**config.mk**
```make
export PLATFORM = sky130hd
export DESIGN_NAME = cic_iq_decimator
export DESIGN_NICKNAME = d
export VERILOG_FILES = /design/src/rtl/cic_iq_decimator_pkg.sv /design/src/rtl/cic_integrator_chain.sv /design/src/rtl/cic_iq_decimator.sv
export SDC_FILE = /design/constraint.sdc
export NUM_CORES = 1
export LEC_CHECK = 0
export ABC_AREA = 1
export BUFFER_PORTS_ARGS = -buffer_cell sky130_fd_sc_hd__buf_2
export CAP_MARGIN = 10
export CORE_MARGIN = 2
export CORE_UTILIZATION = 24
export DETAILED_ROUTE_END_ITERATION = 6
export PLACE_DENSITY_LB_ADDON = 0.15
export SETUP_SLACK_MARGIN = 0.3
export SYNTH_ARGS = -nofsm -noshare
export SYNTH_HDL_FRONTEND = slang
export SYNTH_SLANG_ARGS = --single-unit
```
**constraint.sdc**
```tcl
create_clock -name clk -period 9.2 [get_ports clk]
set_input_delay 0.92 -clock clk [delete_from_list [all_inputs] [get_ports clk]]
set_output_delay 0.92 -clock clk [all_outputs]
set_load 0.01 [all_outputs]
```
**src/rtl/cic_iq_decimator_pkg.sv**
```systemverilog
`default_nettype none
// ============================================================================
// cic_iq_decimator_pkg - shared FSM encoding, default sizes and width helpers
// Rev 1.0
// ============================================================================
package cic_iq_decimator_pkg;

   typedef enum logic [1:0] {
      CIC_IDLE   = 2'b00,
      CIC_COMB_I = 2'b01,
      CIC_COMB_Q = 2'b10
   } cic_state_e;

   localparam int CIC_ISZ = 12;
   localparam int CIC_OSZ = 16;
   localparam int CIC_N   = 3;
   localparam int CIC_R   = 8;
   localparam int CIC_RSZ = 3;

   // Full CIC bit growth: each stage adds log2(R) bits.
   function automatic int cic_wsz(input int isz, input int n, input int rsz);
      return isz + n * rsz;
   endfunction

   // Bit position of the half-LSB added before truncating to the output width.
   function automatic int cic_rnd_shift(input int wsz, input int osz);
      return wsz - osz - 1;
   endfunction

endpackage
`default_nettype wire

```
**src/rtl/cic_integrator_chain.sv**
```systemverilog
`default_nettype none
// ============================================================================
// cic_integrator_chain - N cascaded wrapping integrators for one CIC channel
// Rev 1.0
// ============================================================================
module cic_integrator_chain
   import cic_iq_decimator_pkg::*;
#(
   parameter int ISZ = CIC_ISZ,
   parameter int N   = CIC_N,
   parameter int WSZ = cic_wsz(CIC_ISZ, CIC_N, CIC_RSZ)
) (
   input  logic           clk,
   input  logic           reset_n,
   input  logic           en,
   input  logic [ISZ-1:0] din,
   output logic [WSZ-1:0] acc_next
);

   logic [WSZ-1:0] acc_q [N];
   logic [WSZ-1:0] acc_d [N];

   // Stages ripple within the cycle, so acc_next already holds this sample.
   always_comb begin
      for (int k = 0; k < N; k++) begin
         acc_d[k] = acc_q[k];
      end
      if (en) begin
         acc_d[0] = acc_q[0] + {{(WSZ-ISZ){din[ISZ-1]}}, din};
         for (int k = 1; k < N; k++) begin
            acc_d[k] = acc_q[k] + acc_d[k-1];
         end
      end
   end

   always_ff @(posedge clk or negedge reset_n) begin
      if (!reset_n) begin
         for (int k = 0; k < N; k++) begin
            acc_q[k] <= '0;
         end
      end else begin
         for (int k = 0; k < N; k++) begin
            acc_q[k] <= acc_d[k];
         end
      end
   end

   assign acc_next = acc_d[N-1];

endmodule
`default_nettype wire

```
**src/rtl/cic_iq_decimator.sv**
```systemverilog
`default_nettype none
// ============================================================================
// cic_iq_decimator - dual-channel CIC decimator with interleaved I/Q output
// Rev 1.0
// ============================================================================
module cic_iq_decimator
   import cic_iq_decimator_pkg::*;
#(
   parameter int ISZ = CIC_ISZ,
   parameter int OSZ = CIC_OSZ,
   parameter int N   = CIC_N,
   parameter int R   = CIC_R,
   parameter int RSZ = CIC_RSZ
) (
   input  logic                  clk,
   input  logic                  reset_n,
   input  logic                  in_valid,
   input  logic signed [ISZ-1:0] in_i,
   input  logic signed [ISZ-1:0] in_q,
   output logic                  out_valid,
   output logic signed [OSZ-1:0] out,
   output logic                  out_iq
);

   localparam int           WSZ = cic_wsz(ISZ, N, RSZ);
   localparam logic [WSZ:0] RND = (WSZ+1)'(1) << cic_rnd_shift(WSZ, OSZ);

   cic_state_e     state_q, state_d;
   logic [RSZ-1:0] cnt_q, cnt_d;
   logic           decim;
   logic [WSZ-1:0] acc_i, acc_q;
   logic [WSZ-1:0] samp_i_q, samp_i_d, samp_q_q, samp_q_d;
   logic [WSZ-1:0] dly_i_q [N];
   logic [WSZ-1:0] dly_i_d [N];
   logic [WSZ-1:0] dly_q_q [N];
   logic [WSZ-1:0] dly_q_d [N];
   logic [WSZ-1:0] stage [N+1];
   logic [WSZ:0]   rnd_sum;
   logic [OSZ:0]   rnd_top;
   logic [OSZ-1:0] word;
   logic           rnd_unused;
   logic [OSZ-1:0] out_q, out_d;
   logic           out_valid_q, out_valid_d;
   logic           out_iq_q, out_iq_d;

   cic_integrator_chain #(.ISZ(ISZ), .N(N), .WSZ(WSZ)) u_int_i (
      .clk      (clk),
      .reset_n  (reset_n),
      .en       (in_valid),
      .din      (in_i),
      .acc_next (acc_i)
   );

   cic_integrator_chain #(.ISZ(ISZ), .N(N), .WSZ(WSZ)) u_int_q (
      .clk      (clk),
      .reset_n  (reset_n),
      .en       (in_valid),
      .din      (in_q),
      .acc_next (acc_q)
   );

   always_comb begin
      decim = in_valid && (cnt_q == RSZ'(R - 1));
      cnt_d = cnt_q;
      if (in_valid) begin
         cnt_d = decim ? '0 : cnt_q + RSZ'(1);
      end
      samp_i_d = decim ? acc_i : samp_i_q;
      samp_q_d = decim ? acc_q : samp_q_q;
   end

   // Shared comb chain; the active channel's delay line feeds the subtractors.
   always_comb begin
      stage[0] = (state_q == CIC_COMB_Q) ? samp_q_q : samp_i_q;
      for (int k = 0; k < N; k++) begin
         stage[k+1] = stage[k] - ((state_q == CIC_COMB_Q) ? dly_q_q[k] : dly_i_q[k]);
         dly_i_d[k] = (state_q == CIC_COMB_I) ? stage[k] : dly_i_q[k];
         dly_q_d[k] = (state_q == CIC_COMB_Q) ? stage[k] : dly_q_q[k];
      end
      rnd_sum = {stage[N][WSZ-1], stage[N]} + RND;
      rnd_top = rnd_sum[WSZ -: OSZ+1];
      if (!rnd_top[OSZ] && rnd_top[OSZ-1]) begin
         word = {1'b0, {(OSZ-1){1'b1}}};
      end else begin
         word = rnd_top[OSZ-1:0];
      end
   end

   assign rnd_unused = ^rnd_sum[WSZ-OSZ-1:0];

   // R >= 2 guarantees no decimation event lands while in COMB_I.
   always_comb begin
      state_d     = state_q;
      out_d       = out_q;
      out_valid_d = 1'b0;
      out_iq_d    = out_iq_q;
      case (state_q)
         CIC_IDLE: begin
            if (decim) begin
               state_d = CIC_COMB_I;
            end
         end
         CIC_COMB_I: begin
            state_d     = CIC_COMB_Q;
            out_d       = word;
            out_valid_d = 1'b1;
            out_iq_d    = 1'b0;
         end
         CIC_COMB_Q: begin
            state_d     = decim ? CIC_COMB_I : CIC_IDLE;
            out_d       = word;
            out_valid_d = 1'b1;
            out_iq_d    = 1'b1;
         end
         default: begin
            state_d = CIC_IDLE;
         end
      endcase
   end

   always_ff @(posedge clk or negedge reset_n) begin
      if (!reset_n) begin
         state_q <= CIC_IDLE;
      end else begin
         state_q <= state_d;
      end
   end

   always_ff @(posedge clk or negedge reset_n) begin
      if (!reset_n) begin
         cnt_q       <= '0;
         samp_i_q    <= '0;
         samp_q_q    <= '0;
         out_q       <= '0;
         out_valid_q <= 1'b0;
         out_iq_q    <= 1'b0;
         for (int k = 0; k < N; k++) begin
            dly_i_q[k] <= '0;
            dly_q_q[k] <= '0;
         end
      end else begin
         cnt_q       <= cnt_d;
         samp_i_q    <= samp_i_d;
         samp_q_q    <= samp_q_d;
         out_q       <= out_d;
         out_valid_q <= out_valid_d;
         out_iq_q    <= out_iq_d;
         for (int k = 0; k < N; k++) begin
            dly_i_q[k] <= dly_i_d[k];
            dly_q_q[k] <= dly_q_d[k];
         end
      end
   end

   assign out       = out_q;
   assign out_valid = out_valid_q;
   assign out_iq    = out_iq_q;

endmodule
`default_nettype wire
```
# == Word-level counts from Yosys, hierarchy flattened ==
# Cells that the tools add are included.
# totals
register_bits,317
latch_bits,0
ramBits,0
mem_bits_ro,0
inputBits,27
output_inout_bits,18
word_cells,53
memories,0
# classes
n_addsub,11
multipliers,0
n_div,0
order_cmp,0
n_eq_ne,4
shift,0
n_mux,13
bitwise_logic,0
reduce_logical,6
# ops
op,n
$add A21 B21 Y21,6
$mux W21,6
$sub A21 B21 Y21,3
$add A21 B6 Y22 const B,1
$mux W16,1
$pmux W2 S3,1
$add A3 B1 Y3 const B,1
$eq A3 B3 Y1 const B,1
$mux W3,1
$eq A2 B1 Y1 const B,1
$eq A2 B2 Y1 const B,1
$logic_and A1 B1 Y1,2
$logic_not A2 Y1,1
$mux W1,2
$mux W2,1
$ne A2 B2 Y1 const B,1
$pmux W1 S2,1
$reduce_bool A2 Y1,1
$reduce_or A2 Y1,1
$logic_not A1 Y1,1

# == Logic depth before layout (Yosys ltp) ==
# Gate-level depths: netlist of run 1.
# depth
ltp_word,9
ltp_mapped,51
ltp_nobuf,46

# == By module ==
# Synthesis of run 1 repeated with hierarchy kept, for this count alone.
# unflattened
hier_cells,3005
hier_area_um2,23015.8
# by_module_without_submodules
module,instances,cells_each,area_each_um2,seq_area_each_um2
cic_iq_decimator,1,1422,11706.2,4779.6
cic_integrator_chain (u_int_i),1,787,5664.2,1576.5
cic_integrator_chain (u_int_q),1,796,5645.4,1576.5

# == Worst setup path before layout of run 1 ==
# No wires, ideal clock.
# synth_path
kind,register to register
from,register state_q[0]
to,"register out_q[13], in the netlist out[13]"
setup_ns,0.113
arrival_time_ns,6.719
required_time_ns,9.087
path_slack_ns,2.368
path_stages_with_launch,45
path_buffers,6
cell_sequence,dfrtp_1 -> inv_1 -> ha_1 -> buf_6 -> clkbuf_1 -> clkbuf_1 -> clkbuf_1 -> clkbuf_1 -> nand2_1 -> nand2_1 -> inv_1 -> ha_1 -> fa_1 -> inv_2 -> nand3_1 -> nand3_1 -> xor2_1 -> ha_1 -> [9 not listed] -> nor3_1 -> nand3_1 -> nand2_2 -> nand2_1 -> nand2_2 -> xor2_2 -> nand3_1 -> nor3_2 -> nand2_1 -> nor2_1 -> nand2_1 -> nor2_4 -> nand4_2 -> nand3_2 -> buf_6 -> nand3_2 -> nand2_1 -> inv_1
# synth_lines
element,line,text
from (decl),cic_iq_decimator.sv:28,"cic_state_e state_q, state_d;"
from (signal assigned),cic_iq_decimator.sv:125,state_q <= state_d;
to (signal assigned),cic_iq_decimator.sv:145,out_q <= out_d;
to (decl),cic_iq_decimator.sv:42,"logic [OSZ-1:0] out_q, out_d;"

==> results of run 1 <==
==> stage by stage <==
step / hold WS, ns / worst slack, ns / cell area, µm² / utilization / instances
after floorplan: 0.4366 / 2.369 / 21110 / - / 2791
after detailed placement: 0.4603 / 1.878 / 22590 / 0.2596 / 3921
after global placement: 0.4527 / 2.120 / 22590 / 0.2596 / 3921
after global routing: 0.4929 / 1.055 / 24130 / 0.2773 / 4001
after CTS: 0.4597 / 1.843 / 24130 / 0.2773 / 4001
final: 0.4249 / 1.974 / 24130 / 0.2773 / 4002
==> cell usage after synthesis, types with 4 or more instances <==
library cell and n:
nand3_1 90, inv_1 273, mux2i_1 9, inv_2 11, buf_1 12, a21boi_1 5
nand3b_1 5, nor2_2 4, nand3_2 16, o211ai_1 5, o21ai_1 17, nand2_1 935
xnor2_1 48, a21o_1 7, clkbuf_1 68, dfrtp_1 317, xor2_1 98, nor2_1 86
ha_1 185, o21bai_1 8, a31oi_1 22, nand4_1 14, fa_1 8, or2_2 24
nand2_2 11, nor3_1 12, a21boi_0 7, o21ai_0 258, clkinv_1 4, a21oi_1 194
==> worst max-delay path: cells and delay by family (launching register included) <==
kind / cells / cell delay, ns
adder cells (fa/ha/maj): 4 / 1.55
AND/OR/NAND/NOR: 21 / 2.81
flip-flops: 1 / 0.41
XOR/XNOR: 2 / 0.49
buffers and inverters: 5 / 0.93
AO/OA/AOI/OAI: 5 / 0.93
==> logic make-up after synthesis <==
family,count (synthesis),share of synthesized area
XOR/XNOR,148,0.06211
flip-flops,317,0.3758
adder cells (fa/ha/maj),193,0.1172
AO/OA/AOI/OAI,539,0.1358
multiplexers,9,0.004268
AND/OR/NAND/NOR,1214,0.2377
buffers and inverters,371,0.06703
==> flip-flops by register name, indices dropped and copies added, names as in the netlist <==
signal and flops:
out_valid 1, state_q 2, cnt_q 3, u_int_i.acc_q 63, dly_i_q 63, samp_i_q 21
u_int_q.acc_q 63, out_iq 1, dly_q_q 63, out 16, samp_q_q 21
==> metal layers <==
metal  share of wire  GRT usage  vias up  routed length (µm)
met5               0          0        -                   0
met4           0.022    0.03281        0                1221
met3           0.031    0.01876       61                1686
met2            0.45     0.2089      186               24910
met1            0.49     0.1671     8124               27050
li1                -          -     9120                   -
==> worst paths after layout <==
| check | endpoint | slack [ns] |
|---|---|---|
| max | out[1] | 1.97 |
| min | dly_q_q[37] | 0.42 |
| max reg2reg | out[1] | 1.97 |
| min reg2reg | dly_i_q[61] | 0.47 |
| max in group asynchronous | u_int_i.acc_q[49] | 7.31 |
| min in group clk | dly_i_q[61] | 0.47 |
==> area by class of cell <==
cell class	instances	area [µm²]
clock inverters	22	285.3
flip-flops and latches	317	7933
inverters	288	1084
clock buffers	58	1255
repair buffers	58	350.3
well taps	1155	1445
fillers	9501	62890
diodes	1	2.502
multi-input cells	2103	11780
==> metrics.csv, run 1 <==
metric;value;unit
die_w;300.6;µm
hold_viol;0;
grt_pass1_vias;17800;
postRouteAntennaNets;0;
final_common_cell;nand2_1;
vias;17490;
drtPass1Iterations;5;
cts_resized;0;
ys_warn_count;0;
place.gp.congestion;0.8222;
skew;0.03782;ns
cts_buffers;43;
outcome;complete, no violations;
worstSetupPathType;register to register;
maxCapViolCount;0;
worst-path-max-fanout;67;
h-tree-depth;2;
timing.fmax;0.1384;GHz
min_period;7.226;ns
cts-root-buf;clkbuf_16;
clk_latency;0.58;ns
finalNetCount;3031;
synth_top_cell_by_area;dfrtp_1;
start_kind;register;
tightest_slew;0.9581;ns
netlist_area;0.02111;mm²
crit_arrival;7.74;ns
critical_path.startpoint;state_q[0];
syn_nets;3011;
ff2ff_path_depth;37;
grt_pass1_wl;92600;µm
wl;54870;µm
postSynthCellCount;2791;
track_usage;0.1246;
core;0.08702;mm²
synth.avg_cell_area;7.564;µm²
yosys-top-cells-area;dfrtp_1 (38%), nand2_1 (17%), ha_1 (11%);
num_io_pins;45;
dieArea;0.09035;mm²
post-route-drc-count;0;
finalSetupViolations;0;
wl_per_cell;13.71;µm
maxSlewHeadroom;0.3613;
cts_setup_buffers;0;
grt-ovfl-total;0;
layout-drive-gt1-share;0.07625;
yosysSeqAreaShare;0.3758;
ys_seq_elements;317;
cts_tree;done;
min_path_type;primary input to asynchronous set/reset pin;
timing.rr.start;state_q[0];
start_util;0.2426;
dieHeight;300.6;µm
clk_pin_slew;0.06;ns
mostFrequentLayoutCells;nand2_1 (934), dfrtp_1 (317), inv_1 (272), o21ai_0 (258), a21oi_1 (194);
syn_to_final_growth;14.33;%
critical_path.endpoint_type;register;
tns;0;ns
placementRows;108;
crit_slowest_cell;buf_4;
critPathMaxStageDelay;0.55;ns
port_buffers;44;
rsz0062_at_grt;false;
synth_cell_types;49;
worst_path_most_repeated_cell;nand3_1;
yosysTopAreaCellShare;0.3758;
ys.flop_type;dfrtp_1;
antenna_found_initial;0;
cts_hold_buffers;0;
cts_buffer_depth;3;
grt_start_max_net_pins;155;
final_max_slew_viol_count;0;
synth_edf_count;0;
finalCritPeriodShare;0.7854;
dp_hpwl;39490;µm
async_flop_share;1.000;
required;9.72;ns
cts_sinks;317;
drtIter0Drc;819;
vias_per_cell;4.371;
Power of run 1 is not shown: default switching activity piles up to over one toggle a cycle in this logic, so the estimate is an artifact.
==> run 2, diff against run 1 <==
--- a/config.mk
+++ b/config.mk
@@ -5,7 +5,7 @@
 export SDC_FILE = /design/constraint.sdc
 export NUM_CORES = 1
 export LEC_CHECK = 0
-export ABC_AREA = 1
+export ABC_AREA = 0
 export BUFFER_PORTS_ARGS = -buffer_cell sky130_fd_sc_hd__buf_2
 export CAP_MARGIN = 10
 export CORE_MARGIN = 2
==> constraint.sdc (replaced) <==
create_clock -name clk -period 7.46 [get_ports clk]
set_input_delay 0.746 -clock clk [delete_from_list [all_inputs] [get_ports clk]]
set_output_delay 0.746 -clock clk [all_outputs]
set_load 0.01 [all_outputs]
==> metrics.csv, run 2 <==
metric;value;unit
layout-drive-gt1-share;0.2350;
yosys-top-cells-area;dfrtp_1 (38%), mux2_2 (13%), ha_1 (11%);
synth_top_cell_by_area;dfrtp_1;
synth_cell_types;80;
postSynthCellCount;2001;
antenna_found_initial;0;
ys.flop_type;dfrtp_1;
nFillCells;8910;
outcome;complete, no violations;
min_path_type;primary input to asynchronous set/reset pin;
tns;0;ns
worstSetupPathType;register to register;
hold_viol;0;
start_util;0.2430;
syn_to_final_growth;17.50;%
final_max_slew_viol_count;0;
crit_arrival;7.26;ns
grt_pass1_wl;79180;µm
grt-ovfl-total;0;
cts_tree;done;
cts_buffers;42;
critPathMaxStageDelay;0.53;ns
dieArea;0.08899;mm²
cts-root-buf;clkbuf_16;
ys_warn_count;0;
wl_per_cell;14.74;µm
dieHeight;298.3;µm
maxCapViolCount;0;
yosysTopAreaCellShare;0.3816;
yosysSeqAreaShare;0.3816;
r2r_slack;0.61;ns
syn_nets;2221;
skew;0.03493;ns
placementRows;107;
required;7.87;ns
post-route-drc-count;0;
clk_latency;0.59;ns
maxSlewHeadroom;0.2612;
timing.fmax;0.1459;GHz
wl;47980;µm
synth_edf_count;0;
dp_hpwl;34270;µm
drtPass1Iterations;5;
timing.rr.start;state_q[0];
num_io_pins;45;
rsz0062_at_grt;true;
tightest_slew;1.080;ns
min_period;6.854;ns
synth_top_cells_by_count;dfrtp_1 (317), mux2_2 (246), ha_1 (185);
die_w;298.3;µm
finalNetCount;2299;
grt_pass1_vias;14750;
diodes;0;
vias;14540;
finalCritPeriodShare;0.9187;
drtIter0Drc;565;
place.gp.congestion;0.7480;
vias_per_cell;4.466;
synth.avg_cell_area;10.39;µm²
yosys.cell_count.top_type;dfrtp_1;
cts_buffer_depth;3;
core;0.08555;mm²
clk_pin_slew;0.06;ns
worst-path-max-fanout;7;
critical_path.endpoint_type;register;
async_flop_share;1.000;
crit_slowest_cell;or4_4;
ff2ff_path_depth;32;
ys_seq_elements;317;
postRouteAntennaNets;0;
start_kind;register;
final_common_cell;dfrtp_1;
h-tree-depth;2;
finalSetupViolations;0;
mostFrequentLayoutCells;dfrtp_1 (316), mux2_2 (245), ha_1 (178), a21oi_1 (142), xnor2_1 (131);
netlist_area;0.02079;mm²
track_usage;0.1084;
grt_start_max_net_pins;151;
cts_sinks;317;
regToRegEndpoint;out[14];
port_buffers;44;
-- run 2: cell types whose count changed in the layout (fill, tap and decap cells not counted), moves of 28 or more --
| cell | previous run | this run |
|---|---|---|
| a21oi_1 | 194 | 142 |
| buf_4 | 14 | 42 |
| inv_1 | 272 | 107 |
| mux2_2 | 0 | 245 |
| mux2i_1 | 9 | 68 |
| nand2_1 | 934 | 106 |
| nand3_1 | 90 | 23 |
| nor2_1 | 86 | 122 |
| o21ai_0 | 258 | 108 |
| xnor2_1 | 48 | 131 |
| xor2_1 | 98 | 43 |
-- run 2: cells by family (layout without fill, tap and decap cells) --
group	Yosys count	in the layout	share of synthesized area
and+or+nand+nor	375	375	0.08432
muxes	317	317	0.1675
DFF	317	317	0.3816
xor gates and xnor gates	189	189	0.08197
adders and majority gates	193	193	0.1190
AOI/OAI and AO/OA	441	441	0.1346
buffers and inverters	169	279	0.03100
-- run 2: routing by layer --
metal	up-vias	share of wire	track usage
met5	-	0	0
met4	0	0.022	0.03075
met3	63	0.025	0.01612
met2	118	0.45	0.1740
met1	7046	0.50	0.1508
li1	7311	-	-
-- run 2: timing repair --
| action | 4_1_cts | 5_1_grt |
|---|---|---|
| pin swaps | 4 | 38 |
| setup endpoints to repair | 16 | 18 |
| hold buffers | 0 | 0 |
| cloned | 1 | 0 |
| buffers inserted | 3 | 13 |
| resized for setup | 2 | 62 |
-- run 2: critical path, delay by kind of cell (launching register included) --
kind | cells | cell delay, ns
buf+inv | 3 | 0.30
flops | 1 | 0.43
xor+xnor | 2 | 0.42
mux | 1 | 0.26
compound gates | 15 | 2.56
fa+ha+maj | 4 | 1.13
simple gates | 7 | 1.57
-- run 2: layout make-up --
class,count,area [µm²],share of cell area
clock inverters,15,219.0,0.008964
clock buffers,61,1212,0.04963
flip-flops and latches,317,7934,0.3248
inverters,111,416.7,0.01706
well taps,1144,1431,0.05860
multi-input cells,1515,12560,0.5140
repair buffers,92,658.1,0.02694
-- run 2: how the worst max path moves through the flow --
stage / startpoint / endpoint / slack, ns
after floorplan: state_q[0] / out[14] / 0.24
after global placement: in_q[1] / samp_q_q[20] / 0.19
after detailed placement: state_q[0] / out[14] / 0.18
after CTS: state_q[0] / out[10] / 0.27
after global routing: state_q[0] / out[0] / 0.23
final: state_q[0] / out[14] / 0.61
-- run 2: through the flow --
stage / hold slack (ns) / instance area [µm²] / setup slack [ns] / utilization / instances
floorplan: 0.4498 / 20910 / 0.2384 / - / 2001
global placement: 0.4677 / 22550 / 0.1871 / 0.2636 / 3162
CTS: 0.2066 / 24050 / 0.2701 / 0.2811 / 3242
global route: 0.2582 / 24430 / 0.2292 / 0.2855 / 3255
detailed placement: 0.4783 / 22550 / 0.1774 / 0.2636 / 3162
finish: 0.1927 / 24430 / 0.6062 / 0.2855 / 3255
Power of run 2 is left out for the same reason.
